**src/rtl/demultiplexer_tdm_1x16.sv**
```systemverilog
// 1-to-16 time-division demultiplexer: assembles 16 serial slots into a frame,
// with a registered one-hot live view of each accepted sample.
module demultiplexer_tdm_1x16 #(
    parameter bit STRICT_SYNC = 1'b1
) (
    input  logic        clk,
    input  logic        rst_n,
    input  logic        din,
    input  logic        din_valid,
    input  logic        sync,
    output logic [15:0] F,
    output logic        frame_valid,
    output logic [15:0] ch,
    output logic [3:0]  slot,
    output logic        frame_err
);

    typedef enum logic {
        S_IDLE = 1'b0,
        S_RUN  = 1'b1
    } state_t;

    state_t      r_state,  w_state_nxt;
    logic [3:0]  r_slot,   w_slot_nxt;
    logic [14:0] r_shadow, w_shadow_nxt;
    logic [15:0] r_F,      w_F_nxt;
    logic [15:0] r_ch,     w_ch_nxt;
    logic        r_fv,     w_fv_nxt;
    logic        r_err,    w_err_nxt;
    logic [15:0] w_onehot;

    always_ff @(posedge clk) begin
        if (!rst_n) begin
            r_state  <= S_IDLE;
            r_slot   <= '0;
            r_shadow <= '0;
            r_F      <= '0;
            r_ch     <= '0;
            r_fv     <= 1'b0;
            r_err    <= 1'b0;
        end else begin
            r_state  <= w_state_nxt;
            r_slot   <= w_slot_nxt;
            r_shadow <= w_shadow_nxt;
            r_F      <= w_F_nxt;
            r_ch     <= w_ch_nxt;
            r_fv     <= w_fv_nxt;
            r_err    <= w_err_nxt;
        end
    end

    always_comb begin
        // Slot 15 selects bit 15, which lies outside the shadow; that sample goes straight into F.
        w_onehot     = 16'h0001 << r_slot;
        w_state_nxt  = r_state;
        w_slot_nxt   = r_slot;
        w_shadow_nxt = r_shadow;
        w_F_nxt      = r_F;
        w_ch_nxt     = '0;
        w_fv_nxt     = 1'b0;
        w_err_nxt    = 1'b0;

        unique case (r_state)
            S_IDLE: begin
                if (din_valid && sync) begin
                    w_state_nxt  = S_RUN;
                    w_shadow_nxt = {14'b0, din};
                    w_slot_nxt   = 4'd1;
                    w_ch_nxt     = {15'b0, din};
                end
            end
            S_RUN: begin
                if (din_valid) begin
                    if (STRICT_SYNC && sync && (r_slot != 4'd0)) begin
                        // Misaligned sync: restart the frame with this sample as slot 0.
                        w_err_nxt    = 1'b1;
                        w_shadow_nxt = {14'b0, din};
                        w_slot_nxt   = 4'd1;
                        w_ch_nxt     = {15'b0, din};
                    end else begin
                        w_ch_nxt     = din ? w_onehot : '0;
                        w_shadow_nxt = din ? (r_shadow | w_onehot[14:0])
                                           : (r_shadow & ~w_onehot[14:0]);
                        if (r_slot == 4'd15) begin
                            w_F_nxt    = {din, r_shadow};
                            w_fv_nxt   = 1'b1;
                            w_slot_nxt = 4'd0;
                        end else begin
                            w_slot_nxt = r_slot + 4'd1;
                        end
                    end
                end
            end
            default: w_state_nxt = S_IDLE;
        endcase
    end

    assign F           = r_F;
    assign frame_valid = r_fv;
    assign ch          = r_ch;
    assign slot        = r_slot;
    assign frame_err   = r_err;

endmodule
```
**config.mk**
```make
export PLATFORM = sky130hd
export DESIGN_NAME = demultiplexer_tdm_1x16
export DESIGN_NICKNAME = d
export VERILOG_FILES = /design/src/rtl/demultiplexer_tdm_1x16.sv
export SDC_FILE = /design/constraint.sdc
export NUM_CORES = 1
export LEC_CHECK = 0
export ABC_AREA = 1
export ABC_CLOCK_PERIOD_IN_PS = 1870
export BUFFER_PORTS_ARGS = -buffer_cell sky130_fd_sc_hd__buf_2
export CAP_MARGIN = 20
export CORE_ASPECT_RATIO = 0.5
export CORE_MARGIN = 2
export CORE_UTILIZATION = 34
export CTS_CLUSTER_DIAMETER = 30
export DETAILED_ROUTE_END_ITERATION = 10
export GPL_TIMING_DRIVEN = 1
export PLACE_DENSITY_LB_ADDON = 0.2
export SETUP_SLACK_MARGIN = 0.5
export SYNTH_ARGS = -nofsm -noshare
export SYNTH_HDL_FRONTEND = slang
export SYNTH_SLANG_ARGS = --single-unit
```
**constraint.sdc**
```tcl
create_clock -name clk -period 1.87 [get_ports clk]
set_input_delay 0.0935 -clock clk [delete_from_list [all_inputs] [get_ports clk]]
set_output_delay 0.0935 -clock clk [all_outputs]
set_load 0.01 [all_outputs]
```
---- Yosys cells after proc, flatten, opt, wreduce, memory -nomap -nowiden ----
Cells that the tools add are included.
operators by class
  add/sub/neg operators ................... 1
  equal/unequal tests ..................... 3
  shift-type cells ........................ 1
  muxes and demuxes ....................... 19
  bitwise logic cells ..................... 7
  reductions and logical operators ........ 7
operators with widths
  operator                                                            number
  15-bit 2-to-1 mux                                                   4
  16-bit 2-to-1 mux                                                   3
  16-bit case mux with 2 select lines                                 1
  15-bit case mux with 2 select lines                                 1
  4-bit 2-to-1 mux                                                    4
  1-bit by 4-bit left shift with 16-bit output, first input constant  1
  15-bit AND                                                          1
  15-bit NOT                                                          1
  15-bit bitwise OR                                                   1
  4-bit case mux with 2 select lines                                  1
  1-bit 2-to-1 mux                                                    5
  4-bit by 1-bit adder with 4-bit output, second input constant       1
  4-bit equality test, second input constant                          1
  2-bit inequality test, second input constant                        2
  1-bit NOT                                                           4
  4-bit AND reduction                                                 1
  4-bit nonzero test                                                  1
  4-bit OR reduction                                                  1
  3-bit AND reduction                                                 1
  1-bit logical AND                                                   2
  2-bit AND reduction                                                 1
storage, ports and cells
  bits in registers ....................... 54
  input bits .............................. 5
  output and inout port bits .............. 38
  word-level logic and storage cells ...... 45

---- Depth between registers and ports, before layout ----
  depth in word-level cells ............... 7
  depth in mapped cells ................... 9
  mapped depth without buffers ............ 9

---- Worst setup path after synthesis ----
OpenSTA, ideal clock, no wires.
  path kind ............................... register to register
  start ................................... reg r_slot[0] (netlist: slot[0])
  end ..................................... reg r_shadow[11]
  setup time .............................. 0.116 ns
  arrival ................................. 1.321 ns
  data required time ...................... 1.754 ns
  slack ................................... 0.433 ns
  cell stages (with the launch flop) ...... 10
  buffers on the path ..................... 1
  path through ............................ dfxtp_1 > inv_1 > ha_1 > nand2_2 > nand2_4 > nand2_2 > nand2_2 > nand2_4 > buf_6 > nor2_1
on the way
  cells in the longest elaborated chain, start to end .. 7
  elaborated cells between the ends (all ways) .. 10
  classes of those cells .................. 1 x shift; 4 x mux; 3 x bitwise; 2 x reduce/logical
RTL lines
  what                                          RTL line  RTL
  start: declaration                            24        logic [3:0] r_slot, w_slot_nxt;
  start signal: assignment                      43        r_slot <= w_slot_nxt;
  1-bit by 4-bit left shift with 16-bit output  54        w_onehot = 16'h0001 << r_slot;
  15-bit NOT                                    83        : (r_shadow & ~w_onehot[14:0]);
  15-bit AND                                    83
  15-bit 2-to-1 mux                             82        w_shadow_nxt = din ? (r_shadow | w_onehot[14:0])
  15-bit 2-to-1 mux *                           74        if (STRICT_SYNC && sync && (r_slot != 4'd0)) begin
  15-bit 2-to-1 mux *                           73        if (din_valid) begin
  15-bit case mux with 2 select lines *         63        unique case (r_state)
  end signal: assignment                        44        r_shadow <= w_shadow_nxt;
  end: declaration                              25        logic [14:0] r_shadow, w_shadow_nxt;
Mark *: on every way between the ends. The rest lies on a longest branch, timed or not. The select of a mux whose other input is x is not followed.
A chain may end at the register's enable or synchronous reset.

---- Worst setup path in the final report ----
  start ................................... reg r_slot[0] (netlist: slot[0])
  end ..................................... reg r_fv (netlist: frame_valid)
on the way
  cells in the longest elaborated chain, start to end .. 3
  elaborated cells between the ends (all ways) .. 5
  classes of those cells .................. 1 x eq/ne; 1 x mux; 3 x reduce/logical
RTL lines
  what                          RTL line  RTL
  4-bit nonzero test            74
  1-bit logical AND             74
  4-bit OR reduction (no line)  n/a
  end signal: assignment        47        r_fv <= w_fv_nxt;
  end: declaration              28        logic r_fv, w_fv_nxt;
Parallel ways exist; a longest one is shown, timed or not.

==> results.tsv <==
metric	value	unit
crit path capture type	flop	
horizontal die dimension	119	microns
CTS Sinks	54	
placed cell count	425	
peak ir drop on the vdd network	0.000539	V
total of warnings raised by yosys	0	
critical path's most frequent cell	nand3_4	
clock slew at reported path FFs	70	ps
DP Worst Slack	224	ps
DR vias	1997	
Largest delay share family, worst path	simple AND/OR/NAND/NOR gates	
Syn Area/Cell	7.36	sq um
overall global routing resource usage	16.7	%
core occupancy in the finished layout	47.4	%
data required time at the worst endpoint	2090	ps
via count of the first global-routing pass	1806	
setup repair after global routing missed its margin	yes	
Post-Syn Nets	314	
cell chain of the critical path	ha_4, nand3_4, nor2_4, buf_12, nand3_4, buf_4, nor2_1	
number of buffers inserted by hold repair at cts	0	
placed cell areas	2490	sq um
input/output buffers	42	
maxcap violations	0	
clock insertion delay at the later pin of the skew report	290	ps
number of design rule violations left after detail routing	0	
routed len/inst	12.9	microns
first-pass GRT wire length	9310	microns
aggregate negative setup slack	0	ps
H-Tree Depth	2	
Max Clock Skew	8.62	ps
number of top-level design ports	43	
WHS	180	ps
outcome	finished, final reports clean	
Via density	4.49	
clock tree from TritonCTS	built	
crit-path max cell delay	400	ps
number of pins with negative max-slew slack in the final report	0	
top-area cell type share of the netlist area	48.5	%
post-layout minimum cycle time	1380	ps
finished layout cell area	2940	sq um
area of the mapped netlist	2230	sq um
Die Footprint	7270	sq um
Die Ht	61.3	microns
cell with the biggest individual delay on the critical path	dfxtp_4	
DRT iter0 DRCs	156	
Final Hold Viols	0	
Max Clk Rate	723	MHz
path category of the worst min-delay check	input port to flop	
cell accounting for the most synthesized area	dfxtp_1	
power density of the placed cells	820	nW/um^2
weighted congestion reported at the end of routability-driven placement	0.903	
number of filler cells placed in the layout	624	
fraction of the yosys area taken by sequential cells	48.5	%
top cells by area, synth	dfxtp_1 48%, nor2_1 13%, nand2_1 11%	
slew of the pin with the lowest slew margin	310	ps
arrival time at the worst endpoint	1610	ps
final worst path period share	74.0	%
share of post-route cells with drive strength above 1	30.3	%
WL final	5720	microns
number of nets in the finished design	367	
Non-Filler Instances	445	
Critical Path Source Type	flop	
Root Buffer Master	clkbuf_16	
post-synthesis cell count	303	
FF+latch count, synth	54	
area of the core	6210	sq um
total iterations of the first detailed-routing run	6	
Initial Util	35.9	%
antenna violations before repair	0	
total power	2.41	mW
post-detailed-placement half-perimeter wirelength	3610	microns
remaining antenna violation count after routing	0	
static leakage	1.38	nW
total overflow reported by the global router	0	
Layout Area Growth over Synthesis	31.9	%
number of buffers added by the clock tree synthesis step	5	
setup slack of the critical path after layout	487	ps
cell row count	20	
antenna diode count	0	
Longest Clk Path Bufs	2	
number of buffer and inverter instances along the worst setup path	2	
number of different library cells in the post-synthesis netlist	22	
final setup violation count	0	
Max Fanout on Critical Path	8	
relative max-transition margin	79.3	%
largest net degree at the start of global routing	20	
startpoint-to-endpoint class of the critical path	flop to flop	
==> logic make-up (layout without fill, tap and decap cells) <==
logic type / count (synthesis) / count (layout) / share of synthesized area, %
and+or+nand+nor: 174 / 179 / 33.4
adders and majority gates: 6 / 6 / 3.37
DFF: 54 / 54 / 48.5
AOI/OAI and AO/OA: 21 / 21 / 4.71
buffers and inverters: 48 / 97 / 10.1
==> cells in the mapped netlist, drive strengths merged <==
| library cell | n |
|---|---|
| o21ai | 17 |
| clkbuf | 2 |
| buf | 9 |
| nand3 | 9 |
| clkinv | 2 |
| inv | 35 |
| nand2 | 73 |
| nand4 | 4 |
| and3 | 1 |
| dfxtp | 54 |
| ha | 6 |
| nor3 | 6 |
| a21oi | 4 |
| nor2 | 81 |
==> layout make-up <==
| class | instances | area (sq um) | area share, % |
|---|---|---|---|
| tap | 88 | 110 | 3.74 |
| timing repair buffer | 52 | 298 | 10.1 |
| clock inverter | 2 | 37.5 | 1.28 |
| sequential | 54 | 1090 | 37.2 |
| clock buffer | 6 | 129 | 4.38 |
| multi-input combinational | 206 | 1130 | 38.3 |
| inverter | 37 | 145 | 4.93 |
==> worst paths after layout <==
kind,startpoint,end,slack (ps),cells after the start
min reg2reg,r_shadow[9],F[9],480,2
min,rst_n,frame_valid,180,3
max reg2reg,slot[0],frame_valid,490,7
max,slot[0],frame_valid,490,7
==> worst register-to-register path: stages (launching register included) <==
cell,delay [ps]
dfxtp_4,400
ha_4,170
nand3_4,90
nor2_4,150
buf_12,130
nand3_4,130
buf_4,180
nor2_1,70
==> registers in the layout (all words and copies together) (netlist names), named ones only <==
signal       count
F               16
slot             4
ch              16
r_shadow        14
r_state          1
frame_valid      1
frame_err        1
==> where the power goes <==
part,switching (mW),internal [mW],total [mW]
logic,0.129,0.0575,0.187
registers,0.0142,1.16,1.17
clock network,0.419,0.633,1.05
total,0.562,1.85,2.41
==> layout by cell type, fill, tap and decap left out, types with 2 or more instances in the layout <==
cell type	Yosys	final
buf_4	1	9
nand2_1	66	57
nand4_1	4	4
ha_2	0	2
o21ai_0	17	16
ha_4	0	2
dfxtp_4	0	3
nor2_4	1	2
nand2_8	0	2
nand3_4	1	6
buf_2	3	42
ha_1	6	2
nand2_4	2	3
clkbuf_16	0	5
dfxtp_1	54	49
clkinvlp_4	0	2
nand2_2	5	12
nor3_1	6	5
a21oi_1	4	3
inv_2	0	2
inv_1	35	32
nor2_2	1	8
nand3_1	6	6
dfxtp_2	0	2
nor2_1	79	71
==> routing by layer <==
metal / global-route usage, % / wire length [microns] / share of wire, % / vias to the layer above
li1: - / - / - / 1035
met1: 24.1 / 2940 / 51 / 894
met2: 25.8 / 2370 / 41 / 66
met3: 3.70 / 378 / 6.6 / 2
met4: 3.74 / 27 / 0.47 / 0
met5: 0 / 0 / 0 / -
==> what timing repair did <==
action | 4_1_cts | 5_1_grt
cloned | 5 | 0
resized for setup | 23 | 24
buffers inserted | 5 | 2
setup endpoints to repair | 39 | 44
pin swaps | 8 | 9
Note: power is estimated with default switching activity, not from simulation.
